$ cat src/rtl/himax_pkg.sv
// himax_pkg: capture FSM states and HM01B0 frame geometry shared by the capture path.
package himax_pkg;
  typedef enum logic [3:0] {
    POR_WAIT, PROG, INIT_WAIT, IDLE, ARM, SOF, CAPTURE, DRAIN, DONE
  } cap_state_t;
  localparam int HM01B0_W = 324;
  localparam int HM01B0_H = 244;
  localparam int FRAME_PIX_DEF = HM01B0_W * HM01B0_H;
  localparam int ADDR_W_DEF = 17;
endpackage

$ cat src/rtl/himax_capture_ctrl_sync.sv
// sync_edge_det: 2-FF synchroniser with registered rise/fall pulses (3-cycle latency).
module sync_edge_det (
  input  logic clk,
  input  logic rst,
  input  logic d_i,
  output logic lvl_o,
  output logic rise_o,
  output logic fall_o
);
  logic [2:0] s_q;
  logic rise_q, fall_q;
  always_ff @(posedge clk or posedge rst) begin
    if (rst) begin
      s_q <= '0;
      rise_q <= 1'b0;
      fall_q <= 1'b0;
    end else begin
      s_q <= {s_q[1:0], d_i};
      rise_q <= s_q[1] & ~s_q[2];
      fall_q <= ~s_q[1] & s_q[2];
    end
  end
  assign lvl_o = s_q[1];
  assign rise_o = rise_q;
  assign fall_o = fall_q;
endmodule

$ cat src/rtl/himax_capture_ctrl.sv
// himax_capture_ctrl: power-on/init sequencing and single/continuous frame capture into a frame buffer.
module himax_capture_ctrl
  import himax_pkg::*;
#(
  parameter int INIT_WAIT_W = 21,
  parameter int FRAME_PIX = FRAME_PIX_DEF,
  parameter int ADDR_W = ADDR_W_DEF,
  parameter int TIMEOUT_W = 24,
  parameter int DRAIN_CYC = 8
) (
  input  logic              clk,
  input  logic              rst,
  input  logic              cmd_start,
  input  logic              cmd_cont,
  input  logic              cmd_abort,
  output logic              init,
  input  logic              init_done,
  output logic              sensor_clk_en,
  input  logic              px_fv,
  input  logic [7:0]        pixel_data,
  input  logic              pixel_vld,
  output logic              wr_en,
  output logic [ADDR_W-1:0] wr_addr,
  output logic [7:0]        wr_data,
  output logic              ready,
  output logic              busy,
  output logic              frame_done,
  output logic [15:0]       frame_cnt,
  output logic [ADDR_W:0]   last_len,
  output logic              err_timeout,
  output logic              err_size,
  output logic              err_ovf
);
  localparam int PIX_W = ADDR_W + 1;
  localparam int DW = $clog2(DRAIN_CYC) + 1;
  cap_state_t state_q, state_d;
  logic [INIT_WAIT_W-1:0] por_q, por_d;
  logic [TIMEOUT_W-1:0] wd_q, wd_d;
  logic [DW-1:0] drn_q, drn_d;
  logic [PIX_W-1:0] pix_q, pix_d, len_q, len_d;
  logic [15:0] cnt_q, cnt_d;
  logic et_q, et_d, es_q, es_d, eo_q, eo_d, sce_q, sce_d, wen_q, wen_d;
  logic [ADDR_W-1:0] waddr_q, waddr_d;
  logic [7:0] wdata_q, wdata_d;
  logic fv, fv_rise, fv_fall, wd_run, tmo, abort, in_cap;
  sync_edge_det u_fv_sync (
    .clk(clk), .rst(rst), .d_i(px_fv), .lvl_o(fv), .rise_o(fv_rise), .fall_o(fv_fall)
  );
  assign wd_run = state_q inside {ARM, SOF, CAPTURE};
  assign tmo = wd_run & (&wd_q);
  assign abort = cmd_abort & (state_q inside {ARM, SOF, CAPTURE, DRAIN, DONE});
  assign in_cap = state_q inside {CAPTURE, DRAIN};
  always_comb begin
    state_d = state_q;
    por_d = por_q;
    drn_d = drn_q;
    pix_d = pix_q;
    len_d = len_q;
    cnt_d = cnt_q;
    et_d = et_q;
    es_d = es_q;
    eo_d = eo_q;
    sce_d = sce_q;
    wen_d = 1'b0;
    waddr_d = waddr_q;
    wdata_d = wdata_q;
    case (state_q)
      POR_WAIT:  if (&por_q) state_d = PROG; else por_d = por_q + 1'b1;
      PROG:      state_d = INIT_WAIT;
      INIT_WAIT: if (init_done) begin state_d = IDLE; sce_d = 1'b0; end
      IDLE:      if (cmd_start) begin state_d = ARM; et_d = 1'b0; es_d = 1'b0; eo_d = 1'b0; end
      ARM:       if (!fv) state_d = SOF;
      SOF:       if (fv_rise) begin state_d = CAPTURE; pix_d = '0; end
      CAPTURE:   if (fv_fall) state_d = DRAIN;
      DRAIN:     if (drn_q == DW'(DRAIN_CYC - 1)) state_d = DONE; else drn_d = drn_q + 1'b1;
      DONE:      state_d = cmd_cont ? SOF : IDLE;
      default:   state_d = IDLE;
    endcase
    if (in_cap && pixel_vld && !abort && !tmo) begin
      if (pix_q == PIX_W'(FRAME_PIX)) eo_d = 1'b1;
      else begin
        wen_d = 1'b1;
        waddr_d = pix_q[ADDR_W-1:0];
        wdata_d = pixel_data;
        pix_d = pix_q + 1'b1;
      end
    end
    if (tmo) begin state_d = IDLE; et_d = 1'b1; end
    if (abort) state_d = IDLE;
    // frame bookkeeping is committed on entry to DONE so it lines up with frame_done
    if (state_q == DRAIN && state_d == DONE) begin
      cnt_d = cnt_q + 16'd1;
      len_d = pix_d;
      es_d = es_q | (pix_d != PIX_W'(FRAME_PIX)) | eo_d;
    end
    if (state_d != state_q) drn_d = '0;
    wd_d = (state_d != state_q || wen_d) ? '0 : (wd_run ? wd_q + 1'b1 : wd_q);
  end
  always_ff @(posedge clk or posedge rst) begin
    if (rst) begin
      state_q <= POR_WAIT;
      por_q <= '0;
      wd_q <= '0;
      drn_q <= '0;
      pix_q <= '0;
      len_q <= '0;
      cnt_q <= '0;
      et_q <= 1'b0;
      es_q <= 1'b0;
      eo_q <= 1'b0;
      sce_q <= 1'b1;
      wen_q <= 1'b0;
      waddr_q <= '0;
      wdata_q <= '0;
    end else begin
      state_q <= state_d;
      por_q <= por_d;
      wd_q <= wd_d;
      drn_q <= drn_d;
      pix_q <= pix_d;
      len_q <= len_d;
      cnt_q <= cnt_d;
      et_q <= et_d;
      es_q <= es_d;
      eo_q <= eo_d;
      sce_q <= sce_d;
      wen_q <= wen_d;
      waddr_q <= waddr_d;
      wdata_q <= wdata_d;
    end
  end
  assign init = state_q == PROG;
  assign sensor_clk_en = sce_q;
  assign ready = state_q == IDLE;
  assign busy = state_q inside {ARM, SOF, CAPTURE, DRAIN};
  assign frame_done = state_q == DONE;
  assign frame_cnt = cnt_q;
  assign last_len = len_q;
  assign err_timeout = et_q;
  assign err_size = es_q;
  assign err_ovf = eo_q;
  assign wr_en = wen_q;
  assign wr_addr = waddr_q;
  assign wr_data = wdata_q;
endmodule

$ cat config.mk
export PLATFORM = sky130hd
export DESIGN_NAME = himax_capture_ctrl
export DESIGN_NICKNAME = d
export VERILOG_FILES = /design/src/rtl/himax_pkg.sv /design/src/rtl/himax_capture_ctrl_sync.sv /design/src/rtl/himax_capture_ctrl.sv
export SDC_FILE = /design/constraint.sdc
export NUM_CORES = 1
export LEC_CHECK = 0
export BUFFER_PORTS_ARGS = -buffer_cell sky130_fd_sc_hd__buf_2
export CAP_MARGIN = 20
export CORE_MARGIN = 2
export CORE_UTILIZATION = 58
export DETAILED_ROUTE_END_ITERATION = 8
export PLACE_DENSITY = 0.91
export SLEW_MARGIN = 20
export SYNTH_ARGS = -nofsm -noshare
export SYNTH_HDL_FRONTEND = slang
export SYNTH_SLANG_ARGS = --single-unit
export TNS_END_PERCENT = 100
$ cat constraint.sdc
create_clock -name clk -period 5.5 [get_ports clk]
set_input_delay 0.825 -clock clk [delete_from_list [all_inputs] [get_ports clk]]
set_output_delay 0.825 -clock clk [all_outputs]
set_load 0.01 [all_outputs]
==> out/qor.json <==
{
  "run_status": "complete, no violations",
  "io_buffer_count": 83,
  "drc": 0,
  "clock_tree.buffer_depth": 2,
  "detailroute.via_count": 5517,
  "area_of_the_die_um2": 12500,
  "worstPathArrival_ns": 4.03,
  "synth.yosys.warnings": 0,
  "cts_resized": 0,
  "clock_sink_count": 140,
  "destination_of_the_worst_register_to_register_timing_path": "err_size$_DFFE_PP0P_",
  "reg2reg_from": "state_q[2]$_DFF_PP0_",
  "worst-path-max-fanout": 34,
  "globalplace.congestion": 0.952,
  "whs_path_depth": 0,
  "timing.setup.tns_ns": 0,
  "worst_hold_startpoint": "u_fv_sync.s_q[0]$_DFF_PP0_",
  "dominant_combinational_cell_family_by_area_after_synthesis": "simple AND/OR/NAND/NOR gates",
  "synth_cell_types": 59,
  "setup_violations": 0,
  "static-leakage-power_uw": 0.00382,
  "post_synth_mux_area_share": 0.0188,
  "finalHoldViolations": 0,
  "worstHoldEndpoint": "u_fv_sync.s_q[1]$_DFF_PP0_",
  "instances_no_fill": 920,
  "synthesis.area_um2": 6730,
  "critical_path.endpoint_type": "flip-flop",
  "reg2reg_setup_slack_ns": 1.75,
  "ff2ff_path_depth": 8,
  "relSlewSlack": 0.425,
  "detailedRoute.firstPassIterationCount": 5,
  "start_kind": "flip-flop",
  "power_per_cell_area_nw_per_um2": 419,
  "fp-row-count": 39,
  "final_max_slew_viol_count": 0,
  "layout_worst_path_cycle_share": 0.682,
  "clock_tree.root_cell": "clkbuf_16",
  "area_growth_syn_to_layout_pct": 16.4,
  "post-cts-setup-buffer-count": 0,
  "finish.net_count": 786,
  "peak_supply_drop_mv": 0.284,
  "num_antenna_cells": 0,
  "tritoncts.num_buffers": 17,
  "worst_path_clk_slew_ns": 0.06,
  "die_y_um": 112,
  "synth_edf_count": 0,
  "initial_utilization": 0.592,
  "fillerInstances": 803,
  "routedWlPerCell_um": 17.6,
  "postRouteAntennaNets": 0,
  "synthFlopType": "dfrtp_1",
  "worstPathRequired_ns": 5.78,
  "boundaryPins": 84,
  "detail_route.wirelength_mm": 16.2,
  "seq_area_frac_synth": 0.520,
  "globalRouteTotalUtil": 0.270,
  "maxCapViolCount": 0,
  "routed_via_density": 6.00,
  "core_area_um2": 11400,
  "synthesis.area_per_instance_um2": 9.76,
  "fin_worst_skew_ns": 0.00882,
  "drive_above_1_share": 0.193,
  "postSynthCellCount": 690,
  "postSynth.asyncResetShare": 1.00,
  "sum_of_net_half_perimeters_after_detailed_placement_mm": 10.9,
  "fraction_of_the_mapped_netlist_area_in_simple_logic_gates": 0.272,
  "grt_pass1_wl_mm": 26.9,
  "post_synth_xor_area_fraction": 0.0832,
  "drt_first_iter_violations": 527,
  "slew_of_the_pin_with_the_lowest_slew_margin_ns": 0.855,
  "fp.dieW_um": 112,
  "timing_limited_maximum_frequency_ghz": 0.267,
  "grt_setup_unrepaired": "no",
  "insertion_delay_ns": 0.43,
  "holdCritPathClass": "flip-flop to flip-flop",
  "gr-total-overflow": 0,
  "vias_in_the_first_global_route": 5477,
  "h-tree-depth": 4,
  "syn_nets": 712,
  "cts_tree": "yes",
  "timing.setup.critical_path_class": "flip-flop to flip-flop",
  "grt_max_degree": 93,
  "yosys.area_share.adder": 0.0111,
  "grt_antenna_before_repair": 0,
  "dp.cells": 888,
  "fin_crit_ns": 3.75,
  "postSynthRegisterBits": 140,
  "synth-compound-area-share": 0.0615,
  "holdBufCountCts": 0
}
power by group:
part           switching (µW)  internal [µW]  total (µW)
clock                     436            748        1180
sequential                184           1170        1360
combinational             481            259         740
total                    1100           2180        3280
per-layer routing:
metal / up-vias / GRT usage / share of wire
met5: - / 0 / 0
met4: 0 / 0.105 / 0.028
met3: 54 / 0.0795 / 0.081
met2: 250 / 0.414 / 0.47
met1: 2689 / 0.367 / 0.42
li1: 2524 / - / -
cell usage after synthesis, types with 4 or more instances:
library cell	instances	share of area
xnor2_1	37	0.048
a21o_1	6	0.0067
nor2_1	31	0.017
and3_1	10	0.0093
nor3b_1	4	0.0045
mux2_2	5	0.0084
and2_1	7	0.0065
nand2_1	161	0.090
nand4_1	24	0.022
ha_1	6	0.011
clkbuf_1	19	0.011
dfrtp_1	139	0.52
xor2_1	27	0.035
o311ai_0	4	0.0052
nor2b_1	6	0.0056
o21ai_0	12	0.0089
nor4_1	10	0.0093
or3_1	9	0.0084
buf_2	4	0.0030
and4_1	8	0.010
nor3_1	16	0.012
nor3_2	16	0.024
inv_1	20	0.011
nand3_1	32	0.024
a21oi_1	14	0.010
mux2i_1	7	0.010
metrics by stage:
step	hold slack [ns]	cell area (µm²)	power (µW)	worst slack, ns	utilization
floorplan	0.331	6730	1900	0.924	-
global route	0.363	7840	3430	1.48	0.689
detailed placement	0.349	7210	2100	1.65	0.634
finish	0.361	7840	3280	1.75	0.689
global placement	0.334	7200	2040	1.83	0.634
CTS	0.362	7830	3280	1.79	0.688
worst max-delay path by stage:
| stage | cells after the start | start | slack, ns | end |
|---|---|---|---|---|
| after detailed placement | 8 | pixel_vld | 1.65 | last_len[1]$_DFFE_PP0P_ |
| after global routing | 7 | state_q[1]$_DFF_PP0_ | 1.48 | last_len[1]$_DFFE_PP0P_ |
| after floorplan | 1 | rst | 0.92 | drn_q[0]$_DFFE_PP0P_ |
| final | 8 | state_q[2]$_DFF_PP0_ | 1.75 | err_size$_DFFE_PP0P_ |
| after global placement | 8 | pixel_vld | 1.83 | last_len[1]$_DFFE_PP0P_ |
| after CTS | 8 | state_q[2]$_DFF_PP0_ | 1.79 | err_size$_DFFE_PP0P_ |
layout make-up:
| class | count | area [µm²] | area share |
|---|---|---|---|
| Timing Repair Buffer | 86 | 438 | 0.0559 |
| Inverter | 20 | 80.1 | 0.0102 |
| Sequential cell | 140 | 3500 | 0.447 |
| Clock buffer | 22 | 474 | 0.0605 |
| Tap cell | 143 | 179 | 0.0228 |
| Multi-Input combinational cell | 499 | 3020 | 0.385 |
| Clock inverter | 10 | 140 | 0.0179 |
worst max-delay path, stage by stage, from the launching register on:
cell and delay [ns]:
dfrtp_1 0.62, nor2b_1 0.48, nand4_4 0.21, or3_1 0.58, nand3_2 0.53, inv_1 0.25, a221o_1 0.45, a2111oi_0 0.31
a41oi_1 0.17
cells by family (layout without fill, tap and decap cells):
kind of cell | count (synthesis) | after routing
multiplexers | 12 | 12
AND/OR/NAND/NOR | 356 | 356
buffers and inverters | 51 | 138
AO/OA/AOI/OAI | 61 | 61
flip-flops | 140 | 140
XOR/XNOR | 64 | 64
adder cells (fa/ha/maj) | 6 | 6
registers in the layout, indices dropped and copies added, names as in the netlist:
| register | cells |
|---|---|
| drn_q | 4 |
| err_ovf | 1 |
| err_size | 1 |
| err_timeout | 1 |
| frame_cnt | 16 |
| last_len | 18 |
| pix_q | 18 |
| por_q | 21 |
| sensor_clk_en | 1 |
| state_q | 4 |
| u_fv_sync.fall_o | 1 |
| u_fv_sync.rise_o | 1 |
| u_fv_sync.s_q | 3 |
| wd_q | 24 |
| wr_addr | 17 |
| wr_data | 8 |
| wr_en | 1 |
cells in the final DEF, fill, tap and decap left out, types with 17 or more instances in the layout:
master and n:
nor2_1 31, inv_1 19, buf_2 83, nand3_1 32, nand4_1 24, xnor2_1 37, xor2_1 27, nand2_1 161
dfrtp_1 139, clkbuf_16 17
Note: power is estimated with default switching activity, not from simulation.
